## src/rtl/detector_ctrl_pkg.sv

```systemverilog
// Shared state encoding and default sizing for the detector stream scheduler.
package detector_ctrl_pkg;

    typedef enum logic [2:0] {
        IDLE,
        CLEAR,
        SHIFT,
        DRAIN,
        DONE
    } state_t;

    localparam int DET_LAT_DEFAULT = 2;
    localparam int W_DEFAULT       = 8;

endpackage

```

## src/rtl/rr_arbiter.sv

```systemverilog
// Round-robin arbiter: the search starts one past the last accepted requester.
module rr_arbiter #(
    parameter int NREQ = 2,
    parameter int IDW  = (NREQ > 1) ? $clog2(NREQ) : 1
) (
    input  logic            clk,
    input  logic            reset,
    input  logic [NREQ-1:0] i_req,
    input  logic            i_enable,
    input  logic            i_advance,
    output logic [NREQ-1:0] o_grant,
    output logic [IDW-1:0]  o_index
);

    logic [IDW-1:0] r_ptr;
    logic           w_found;

    function automatic logic [IDW-1:0] wrap_add(input logic [IDW-1:0] base, input int off);
        int s;
        s = int'(base) + off;
        if (s >= NREQ) s = s - NREQ;
        return IDW'(s);
    endfunction

    // NOTE: every variable written here gets a default first, so no path can leave one unassigned and infer a latch.
    always_comb begin
        w_found = 1'b0;
        o_index = '0;
        o_grant = '0;
        for (int i = 0; i < NREQ; i++) begin
            if (!w_found && i_req[wrap_add(r_ptr, i)]) begin
                w_found = 1'b1;
                o_index = wrap_add(r_ptr, i);
            end
        end
        if (i_enable && w_found) o_grant[o_index] = 1'b1;
    end

    // r_ptr is the next search start; it moves only when a grant is actually taken.
    always_ff @(posedge clk or posedge reset) begin
        if (reset) begin
            r_ptr <= '0;
        end else if (i_advance) begin
            r_ptr <= wrap_add(o_index, 1);
        end
    end

endmodule

```

## src/rtl/detector_stream_scheduler.sv

```systemverilog
// Shares one bit-serial 1101 detector among NREQ requesters: arbitrate, clear the
// detector, shift the word MSB-first, count match pulses, return (id, count).
module detector_stream_scheduler
    import detector_ctrl_pkg::*;
#(
    parameter int W       = W_DEFAULT,
    parameter int NREQ    = 2,
    parameter int DET_LAT = DET_LAT_DEFAULT,
    parameter int CW      = $clog2(W + 1),
    parameter int IDW     = (NREQ > 1) ? $clog2(NREQ) : 1
) (
    input  logic              clk,
    input  logic              reset,
    input  logic [NREQ-1:0]   req_valid,
    input  logic [NREQ*W-1:0] req_data,
    output logic [NREQ-1:0]   req_ready,
    output logic              rsp_valid,
    input  logic              rsp_ready,
    output logic [IDW-1:0]    rsp_id,
    output logic [CW-1:0]     rsp_count,
    output logic              busy,
    output logic              det_x,
    output logic              det_rst,
    input  logic              det_y
);

    localparam int KW = $clog2(W + DET_LAT + 1);

    state_t          r_state;
    state_t          w_next;
    logic [W-1:0]    r_shreg;
    logic [KW-1:0]   r_k;
    logic [CW-1:0]   r_count;
    logic [IDW-1:0]  r_id;
    logic            r_det_x;
    logic            r_det_rst;
    logic [NREQ-1:0] w_grant;
    logic [IDW-1:0]  w_gidx;
    logic            w_enable;
    logic            w_accept;
    logic            w_sample;

    // Grants are suppressed while reset is asserted even though the state already reads IDLE.
    assign w_enable = (r_state == IDLE) && !reset;
    assign w_accept = |w_grant;

    rr_arbiter #(
        .NREQ (NREQ),
        .IDW  (IDW)
    ) u_arbiter (
        .clk       (clk),
        .reset     (reset),
        .i_req     (req_valid),
        .i_enable  (w_enable),
        .i_advance (w_accept),
        .o_grant   (w_grant),
        .o_index   (w_gidx)
    );

    // NOTE: sequential state uses non-blocking assignments so every register samples pre-edge values.
    always_ff @(posedge clk or posedge reset) begin
        if (reset) r_state <= IDLE;
        else       r_state <= w_next;
    end

    always_comb begin
        w_next = r_state;
        case (r_state)
            IDLE:    if (w_accept) w_next = CLEAR;
            CLEAR:   w_next = SHIFT;
            SHIFT:   if (r_k == KW'(W - 1)) w_next = DRAIN;
            DRAIN:   if (r_k == KW'(DET_LAT - 1)) w_next = DONE;
            DONE:    if (rsp_ready) w_next = IDLE;
            default: w_next = IDLE;
        endcase
    end

    // Early SHIFT pulses belong to the cleared detector; the last DET_LAT bits land in DRAIN.
    assign w_sample = ((r_state == SHIFT) && (r_k >= KW'(DET_LAT))) || (r_state == DRAIN);

    always_ff @(posedge clk or posedge reset) begin
        if (reset) begin
            r_shreg   <= '0;
            r_k       <= '0;
            r_count   <= '0;
            r_id      <= '0;
            r_det_x   <= 1'b0;
            r_det_rst <= 1'b1;
        end else begin
            // Detector controls are registered from the next state so they align with it.
            r_det_rst <= (w_next == CLEAR);
            r_det_x   <= (w_next == SHIFT) ? r_shreg[W-1] : 1'b0;

            if (r_state != w_next) begin
                r_k <= '0;
            end else if ((r_state == SHIFT) || (r_state == DRAIN)) begin
                r_k <= r_k + KW'(1);
            end

            if (w_accept) begin
                r_shreg <= req_data[int'(w_gidx)*W +: W];
                r_id    <= w_gidx;
                r_count <= '0;
            end else if (w_next == SHIFT) begin
                r_shreg <= {r_shreg[W-2:0], 1'b0};
            end

            if (w_sample) r_count <= r_count + CW'(det_y);
        end
    end

    assign req_ready = w_grant;
    assign rsp_valid = (r_state == DONE);
    assign rsp_id    = r_id;
    assign rsp_count = r_count;
    assign busy      = (r_state != IDLE);
    assign det_x     = r_det_x;
    assign det_rst   = r_det_rst;

endmodule
```

## config.mk

```make
export PLATFORM = sky130hd
export DESIGN_NAME = detector_stream_scheduler
export DESIGN_NICKNAME = d
export VERILOG_FILES = /design/src/rtl/detector_ctrl_pkg.sv /design/src/rtl/rr_arbiter.sv /design/src/rtl/detector_stream_scheduler.sv
export SDC_FILE = /design/constraint.sdc
export NUM_CORES = 1
export LEC_CHECK = 0
export ABC_CLOCK_PERIOD_IN_PS = 4500
export BUFFER_PORTS_ARGS = -buffer_cell sky130_fd_sc_hd__buf_4
export CORE_MARGIN = 5
export CORE_UTILIZATION = 40
export CTS_BUF_LIST = sky130_fd_sc_hd__clkbuf_8 sky130_fd_sc_hd__clkbuf_16
export CTS_CLUSTER_SIZE = 10
export DETAILED_ROUTE_END_ITERATION = 8
export GPL_ROUTABILITY_DRIVEN = 0
export HOLD_SLACK_MARGIN = 0.03
export PLACE_DENSITY_LB_ADDON = 0.05
export SLEW_MARGIN = 0
export SYNTH_ARGS = -nofsm -noshare
export SYNTH_HDL_FRONTEND = slang
export SYNTH_SLANG_ARGS = --single-unit
```

## constraint.sdc

```tcl
create_clock -name clk -period 4.5 [get_ports clk]
set_input_delay 0.45 -clock clk [delete_from_list [all_inputs] [get_ports clk]]
set_output_delay 0.45 -clock clk [all_outputs]
set_load 0.02 [all_outputs]
```

======== Word-level counts from Yosys, hierarchy flattened ========
Cells that the tools add are included.
operators by class
  shift-type cells ........................ 1
  multiplexer cells ....................... 26
  reduce and logical (&&, ||, !) cells .... 15
  $add $sub $neg .......................... 7
  order comparisons ....................... 8
  equality and inequality tests ........... 9
operators with widths
  operator                                                               count
  4-bit two-way mux                                                      4
  8-bit two-way mux                                                      2
  16-bit by 5-bit indexed part select with 8-bit output                  1
  3-bit case mux with 5 select lines                                     1
  1-bit two-way mux                                                      13
  3-bit two-way mux                                                      4
  3-bit by 2-bit equality test with 1-bit output, second input constant  3
  3-bit by 1-bit equality test with 1-bit output, second input constant  2
  1-bit by 2-bit < comparator with 1-bit output, second input constant   3
  2-bit nonzero test                                                     3
  1-bit logical AND                                                      5
  1-bit by 1-bit adder with 2-bit output, second input constant          2
  4-bit by 1-bit adder with 4-bit output                                 1
  4-bit by 1-bit adder with 4-bit output, second input constant          1
  4-bit by 1-bit equality test with 1-bit output, second input constant  1
  4-bit by 3-bit equality test with 1-bit output, second input constant  1
  2-bit >= comparator, second input constant                             2
  4-bit by 2-bit >= comparator with 1-bit output, second input constant  1
  3-bit equality test, second input constant                             1
  3-bit logical NOT                                                      1
  3-bit != test                                                          1
  3-bit nonzero test                                                     1
  1-bit subtractor, second input constant                                3
  1-bit by 2-bit >= comparator with 1-bit output, second input constant  1
  6 further kinds                                                        8
storage, ports and cells
  input bits .............................. 22
  output and inout bits ................... 11
  register bits after elaboration ......... 23

======== Longest topological paths before layout ========
Gate-level depths: netlist of the first run.
  depth after elaboration ................. 19
  mapped depth ............................ 8

======== Cells and area by module ========
A second synthesis of the first run with hierarchy kept.
unflattened totals
  cells, all modules ...................... 125
  area, all modules ....................... 1,275.0 µm²
modules (own cells, without submodules)
  module                     seq. area each (µm²)  instances  area each (µm²)  cells each
  detector_stream_scheduler  551.8                 1          1,199.9          116
  rr_arbiter                 25.0                  1          75.1             9

======== Least setup slack after synthesis of the first run ========
No wires, ideal clock.
  path type ............................... register to output
  start point ............................. register r_state[2]
  end point ............................... output req_ready[1]
  arrival ................................. 1,760 ps
  path slack .............................. 2,290 ps
  cell stages (with the launch flop) ...... 6
  cells stage by stage .................... dfrtp_1 buf_6 or3_4 or3_1 buf_6 nor2_1
on the way
  cells in the longest elaborated chain, start to end .. 4
ends and longest elaborated chain
  what                      RTL line                         text
  start: declaration        detector_stream_scheduler.sv:29  state_t r_state;
  start signal: assignment  detector_stream_scheduler.sv:63  else r_state <= w_next;
  3-bit logical NOT         detector_stream_scheduler.sv:44  assign w_enable = (r_state == IDLE) && !reset;
  1-bit logical AND         detector_stream_scheduler.sv:44
  1-bit logical AND         rr_arbiter.sv:36                 if (i_enable && w_found) o_grant[o_index] = 1'b1;
  2-bit two-way mux         rr_arbiter.sv:36
  end: declaration          detector_stream_scheduler.sv:16  output logic [NREQ-1:0] req_ready,
No other way between the ends.

======== Worst setup path after layout of the first run ========
Same ends and word-level chain as after synthesis.

==> results of run 1 <==
cell families after synthesis:
logic type	count (synthesis)	share of synthesized area (%)
AND/OR/NAND/NOR	43	16.0
buffers and inverters	23	9.33
flip-flops	23	43.9
AO/OA/AOI/OAI	21	15.7
multiplexers	10	7.62
adder cells (fa/ha/maj)	5	4.76
XOR/XNOR	4	2.67
flip-flops by register name (all words and copies together), names as in the netlist:
name / flops
r_state: 3
u_arbiter.r_ptr: 1
rsp_id: 1
r_shreg: 8
det_x: 1
rsp_count: 4
det_rst: 1
r_k: 4
metrics by stage:
stage / setup WS, ns / hold slack [ns] / instance area, µm² / cells / util [%]
global placement: 2.03 / 0.462 / 1550 / 198 / 50.0
CTS: 1.66 / 0.419 / 1600 / 202 / 51.5
global route: 1.53 / 0.462 / 1600 / 202 / 51.5
floorplan: 2.29 / 0.451 / 1310 / 129 / -
finish: 1.70 / 0.387 / 1600 / 202 / 51.5
detailed placement: 1.98 / 0.468 / 1550 / 198 / 50.0
path summary, 6_finish.rpt:
kind / slack (ns) / from / cells past startpoint / to
worst max-delay path: 1.70 / r_state[2]$_DFF_PP0_ / 4 / req_ready[1]
worst min-delay path: 0.39 / reset / 2 / u_arbiter.r_ptr$_DFFE_PP0P_
worst max register to register: 2.23 / r_state[2]$_DFF_PP0_ / 5 / r_shreg[7]$_DFFE_PP0P_
worst min register to register: 0.47 / rsp_count[3]$_DFFE_PP0P_ / 1 / rsp_count[3]$_DFFE_PP0P_
max in group asynchronous: 3.55 / reset / 2 / r_shreg[5]$_DFFE_PP0P_
min in group clk: 0.47 / rsp_count[3]$_DFFE_PP0P_ / 1 / rsp_count[3]$_DFFE_PP0P_
layout make-up:
class / count / area [µm²]
clock buffers: 3 / 41.3
clock inverters: 1 / 7.51
fillers: 308 / 1500
inverters: 15 / 56.3
multi-input cells: 83 / 614
flip-flops and latches: 23 / 577
well taps: 44 / 55.1
repair buffers: 33 / 248
power by group through the flow:
stage	Combinational [µW]	Sequential [µW]	Clock, µW
4_1_cts	458	364	136
3_5_place_dp	457	368	0
6_report	450	364	131
5_1_grt	513	376	147
2_1_floorplan	347	375	0
3_3_place_gp	452	365	0
placed cells by master (no fill, tap or decap), drive strengths merged:
| master | n |
|---|---|
| and2 | 2 |
| o21ai | 3 |
| clkinvlp | 1 |
| a21o | 1 |
| nand2b | 1 |
| nor3 | 1 |
| and3b | 1 |
| or3b | 1 |
| dfrtp | 22 |
| o22ai | 2 |
| and4b | 1 |
| ha | 5 |
| xnor2 | 1 |
| o221ai | 7 |
| o2111ai | 1 |
| mux2i | 10 |
| nor2b | 1 |
| xor2 | 3 |
| nand2 | 17 |
| nand4 | 2 |
| clkbuf | 3 |
| inv | 15 |
| or2 | 1 |
| a22o | 1 |
| dfstp | 1 |
| a21boi | 2 |
| a211oi | 2 |
| buf | 33 |
| nand3 | 3 |
| nor2 | 10 |
| or3 | 2 |
| o31ai | 1 |
| a21oi | 1 |
cells in the mapped netlist (all sizes together) (2+ instances only):
| library cell | n | area [µm²] |
|---|---|---|
| a21boi | 2 | 15.0 |
| and2 | 2 | 12.5 |
| nand3 | 3 | 15.0 |
| or3 | 2 | 17.5 |
| buf | 8 | 66.3 |
| nand2 | 17 | 63.8 |
| mux2i | 10 | 100 |
| o221ai | 7 | 105 |
| nand4 | 2 | 12.5 |
| xor2 | 3 | 26.3 |
| nor2 | 10 | 37.5 |
| inv | 15 | 56.3 |
| o21ai | 3 | 15.0 |
| ha | 5 | 62.6 |
| dfrtp | 22 | 551 |
| a211oi | 2 | 15.0 |
| o22ai | 2 | 18.8 |
metal layers:
| layer | part of all wire [%] | vias up | GRT usage (%) | routed length [µm] |
|---|---|---|---|---|
| met5 | 0 | - | 0 | 0 |
| met4 | 0.44 | 0 | 4.05 | 11 |
| met3 | 5.7 | 2 | 2.83 | 141 |
| met2 | 44 | 20 | 18.7 | 1100 |
| met1 | 50 | 450 | 17.1 | 1240 |
| li1 | - | 495 | - | - |
==> impl_metrics.tcl, run 1 <==
set metrics [dict create \
    rows 20 \
    drt_pass1_iterations 4 \
    critPathCaptureType "output port" \
    hp-class "input pin to asynchronous set/reset pin" \
    cts_root_buf "clkbuf_8" \
    p_per_area_nw_per_um2 591 \
    crit_family "simple AND/OR/NAND/NOR gates" \
    synth_area_per_cell_um2 10.2 \
    ys_types 37 \
    power_frac_seq_pct 38.5 \
    postCtsResizedCells 0 \
    drt-total-wl_um 2490 \
    syn-instance-count 129 \
    drc 0 \
    core_area_um2 3100 \
    clk_latency_ns 0.26 \
    power.share.switching_pct 41.2 \
    crit_type "flop to output port" \
    p_int_uw 555 \
    async_flop_share_pct 100 \
    viasPerCell 4.79 \
    wl_per_cell_um 12.3 \
    p_leak_uw 0.000808 \
    grt_overflow 0 \
    holdBufCountCts 0 \
    vias 967 \
    antenna_cells 0 \
    switching_power_uw 389 \
    drive_gt1_share_pct 31.6 \
    outcome "finished clean" \
    grt_pass1_vias 966 \
    worstPathRequired_ns 4.05 \
    syn-cell-area_um2 1310 \
    vdd_drop_max_mv 0.241 \
    ioPinCount 33 \
    yosys_warnings 0 \
    rsz0062_at_grt "no" \
    die_w_um 67.3 \
    relSlewSlack_pct 39.5 \
    syn_nets 156 \
    antenna_found_initial 0 \
    cp_slowest_cell "or3_1" \
    cp_num_buf_inv 1 \
    grt_pass1_wl_um 4290 \
    grt_usage_pct 12.3 \
    nets 186 \
    drv_slew 0 \
    finalSetupTns_ns 0 \
    port_buffers 32 \
    p_clk_share_pct 13.8 \
    clock-sinks 23 \
    die_h_um 67.3 \
    dp_hpwl_um 1880 \
    startpoint_type "flop" \
    finalCritPeriodShare_pct 62.3 \
    numCtsBuffers 3 \
    critical_path_arrival_ns 2.35 \
    finalPower_uw 944 \
    tightestPinTransition_ns 0.907 \
    hold_violations 0 \
    critPathMaxStageDelay_ns 0.69 \
    cts_tree "yes" \
    ys_ff_latch 23 \
    setup_viol 0 \
    grt_max_degree 24 \
    clock_path_buffers 2 \
    synthFlopType "dfrtp_1" \
    cap_violations 0 \
    synth_edf_count 0 \
    combPwrFrac_pct 47.6 \
    fmax_mhz 357 \
    path_clk_slew_ns 0.09 \
    area_growth_pct 21.7 \
    cts_setup_buffers 0 \
    die_area_um2 4530 \
    drt_iter0_drc 57 \
    fin_skew_ns 0.00506 \
    layout_min_cycle_time_ns 2.80 \
    critPathMaxFanout 19 \
    htree_num_levels 1 \
    path_cells "or3_4 -> or3_1 -> nor2_1 -> buf_4" \
    ys_seq_area_share_pct 43.9 \
    initial_core_util_pct 42.3 \
    ant_nets 0 \
]
Power figures use the tool's default switching activity.
==> inputs of run 2 (changes only) <==
--- a/config.mk
+++ b/config.mk
@@ -5,7 +5,7 @@
 export SDC_FILE = /design/constraint.sdc
 export NUM_CORES = 1
 export LEC_CHECK = 0
-export ABC_CLOCK_PERIOD_IN_PS = 4500
+export ABC_CLOCK_PERIOD_IN_PS = 2550
 export BUFFER_PORTS_ARGS = -buffer_cell sky130_fd_sc_hd__buf_4
 export CORE_MARGIN = 5
 export CORE_UTILIZATION = 40
==> constraint.sdc (replaced) <==
create_clock -name clk -period 2.55 [get_ports clk]
set_input_delay 0.255 -clock clk [delete_from_list [all_inputs] [get_ports clk]]
set_output_delay 0.255 -clock clk [all_outputs]
set_load 0.02 [all_outputs]
==> impl_metrics.tcl, run 2 (synthesis results as in run 1) <==
set metrics [dict create \
    holdBufCountCts 0 \
    p_int_uw 1000 \
    htree_num_levels 1 \
    drv_slew 0 \
    startpoint_type "flop" \
    outcome "finished clean" \
    p_leak_uw 0.000827 \
    cts_tree "yes" \
    die_area_um2 4530 \
    grt_max_degree 24 \
    core_area_um2 3100 \
    finalSetupTns_ns 0 \
    power.share.switching_pct 41.0 \
    final_common_cell "buf_4" \
    antenna_found_initial 0 \
    path_clk_slew_ns 0.08 \
    finalCritPeriodShare_pct 93.3 \
    drc 0 \
    worst_r2r_endpoint "r_shreg[7]$_DFFE_PP0P_" \
    drt-total-wl_um 2560 \
    clock_path_buffers 2 \
    nets 189 \
    grt_pass1_wl_um 4280 \
    ioPinCount 33 \
    fmax_mhz 420 \
    vias 991 \
    largest_register_ffs 8 \
    final_util_pct 52.1 \
    largest_register "r_shreg" \
    drt-met1-wl_um 1190 \
    p_per_area_nw_per_um2 1050 \
    worstPathRequired_ns 2.30 \
    fin_ws_ns 0.171 \
    drt_iter0_drc 31 \
    reg2reg_slack_ns 0.49 \
    placed_cells 201 \
    dp_hpwl_um 1940 \
    grt_overflow 0 \
    rr_worst_depth 5 \
    combPwrFrac_pct 48.8 \
    numCtsBuffers 3 \
    grt_usage_pct 12.6 \
    cts_setup_buffers 0 \
    relSlewSlack_pct 42.3 \
    power_frac_seq_pct 37.8 \
    grt_pass1_vias 986 \
    final_cells 205 \
    rsz0062_at_grt "no" \
    port_buffers 32 \
    cts_root_buf "clkbuf_8" \
    die_w_um 67.3 \
    critPathCaptureType "output port" \
    clk_latency_ns 0.27 \
    drive_gt1_share_pct 32.3 \
    antenna_cells 0 \
    clock-sinks 23 \
    critical_path_arrival_ns 2.12 \
    die_h_um 67.3 \
    final_cell_mix "buf_4, dfrtp_1, nand2_1" \
    ant_nets 0 \
    viasPerCell 4.83 \
    wl_per_cell_um 12.5 \
    rows 20 \
    wl_met3_um 167 \
    initial_core_util_pct 42.3 \
    vdd_drop_max_mv 0.462 \
    setup_viol 0 \
    layout_min_cycle_time_ns 2.38 \
    cap_violations 0 \
    tightestPinTransition_ns 0.864 \
    timing.rr.start "r_state[2]$_DFF_PP0_" \
    routed.top_layer "met4" \
    hold_violations 0 \
    wl_met2_um 1160 \
    area_growth_pct 23.1 \
    fin_skew_ns 0.00559 \
    p_clk_share_pct 13.4 \
    drt_pass1_iterations 4 \
    crit_type "flop to output port" \
    finalPower_uw 1700 \
    switching_power_uw 699 \
    hp-class "input pin to asynchronous set/reset pin" \
    preCtsSetupSlack_ns 0.473 \
    critPathMaxFanout 11 \
    postCtsResizedCells 0 \
]
[run 2: metrics by stage]
stage | hold WS (ns) | cell area (µm²)
3_3_place_gp | 0.463 | 1570
2_1_floorplan | 0.256 | 1310
3_5_place_dp | 0.468 | 1570
6_report | 0.171 | 1620
5_1_grt | 0.275 | 1620
4_1_cts | 0.216 | 1620
[run 2: critical path, stage by stage, from the launching register on]
cell	delay, ns
dfrtp_1	0.47
or3_4	0.42
or3_1	0.54
nor2_1	0.24
buf_4	0.18
[run 2: final cells by class]
type / count / area (µm²)
Multi-Input combinational cell: 83 / 614
Inverter: 15 / 56.3
Fill cell: 321 / 1490
Clock inverter: 1 / 3.75
Clock buffer: 3 / 41.3
Tap cell: 44 / 55.1
Sequential cell: 23 / 577
Timing Repair Buffer: 36 / 270
[run 2: routing by layer]
layer	vias up	global-route usage (%)
met5	-	0
met1	455	17.0
met2	31	18.9
met4	0	6.08
met3	5	2.83
li1	500	-
[run 2: worst max-delay path by stage]
stage                               startpoint      endpoint  slack (ns)
after CTS                 r_state[2]$_DFF_PP0_  req_ready[1]        0.15
final                     r_state[2]$_DFF_PP0_  req_ready[1]        0.17
after floorplan           r_state[2]$_DFF_PP0_  req_ready[1]        0.54
after global routing      r_state[2]$_DFF_PP0_  req_ready[1]        0.05
after detailed placement  r_state[0]$_DFF_PP0_  req_ready[1]        0.47
after global placement    r_state[2]$_DFF_PP0_  req_ready[1]        0.50
[run 2: power by group through the flow]
stage	clock network, µW	registers (µW)	logic, µW
after floorplan	0	661	613
after global placement	0	646	825
after detailed placement	0	652	843
after CTS	238	644	847
after global routing	248	668	939
final	228	644	831
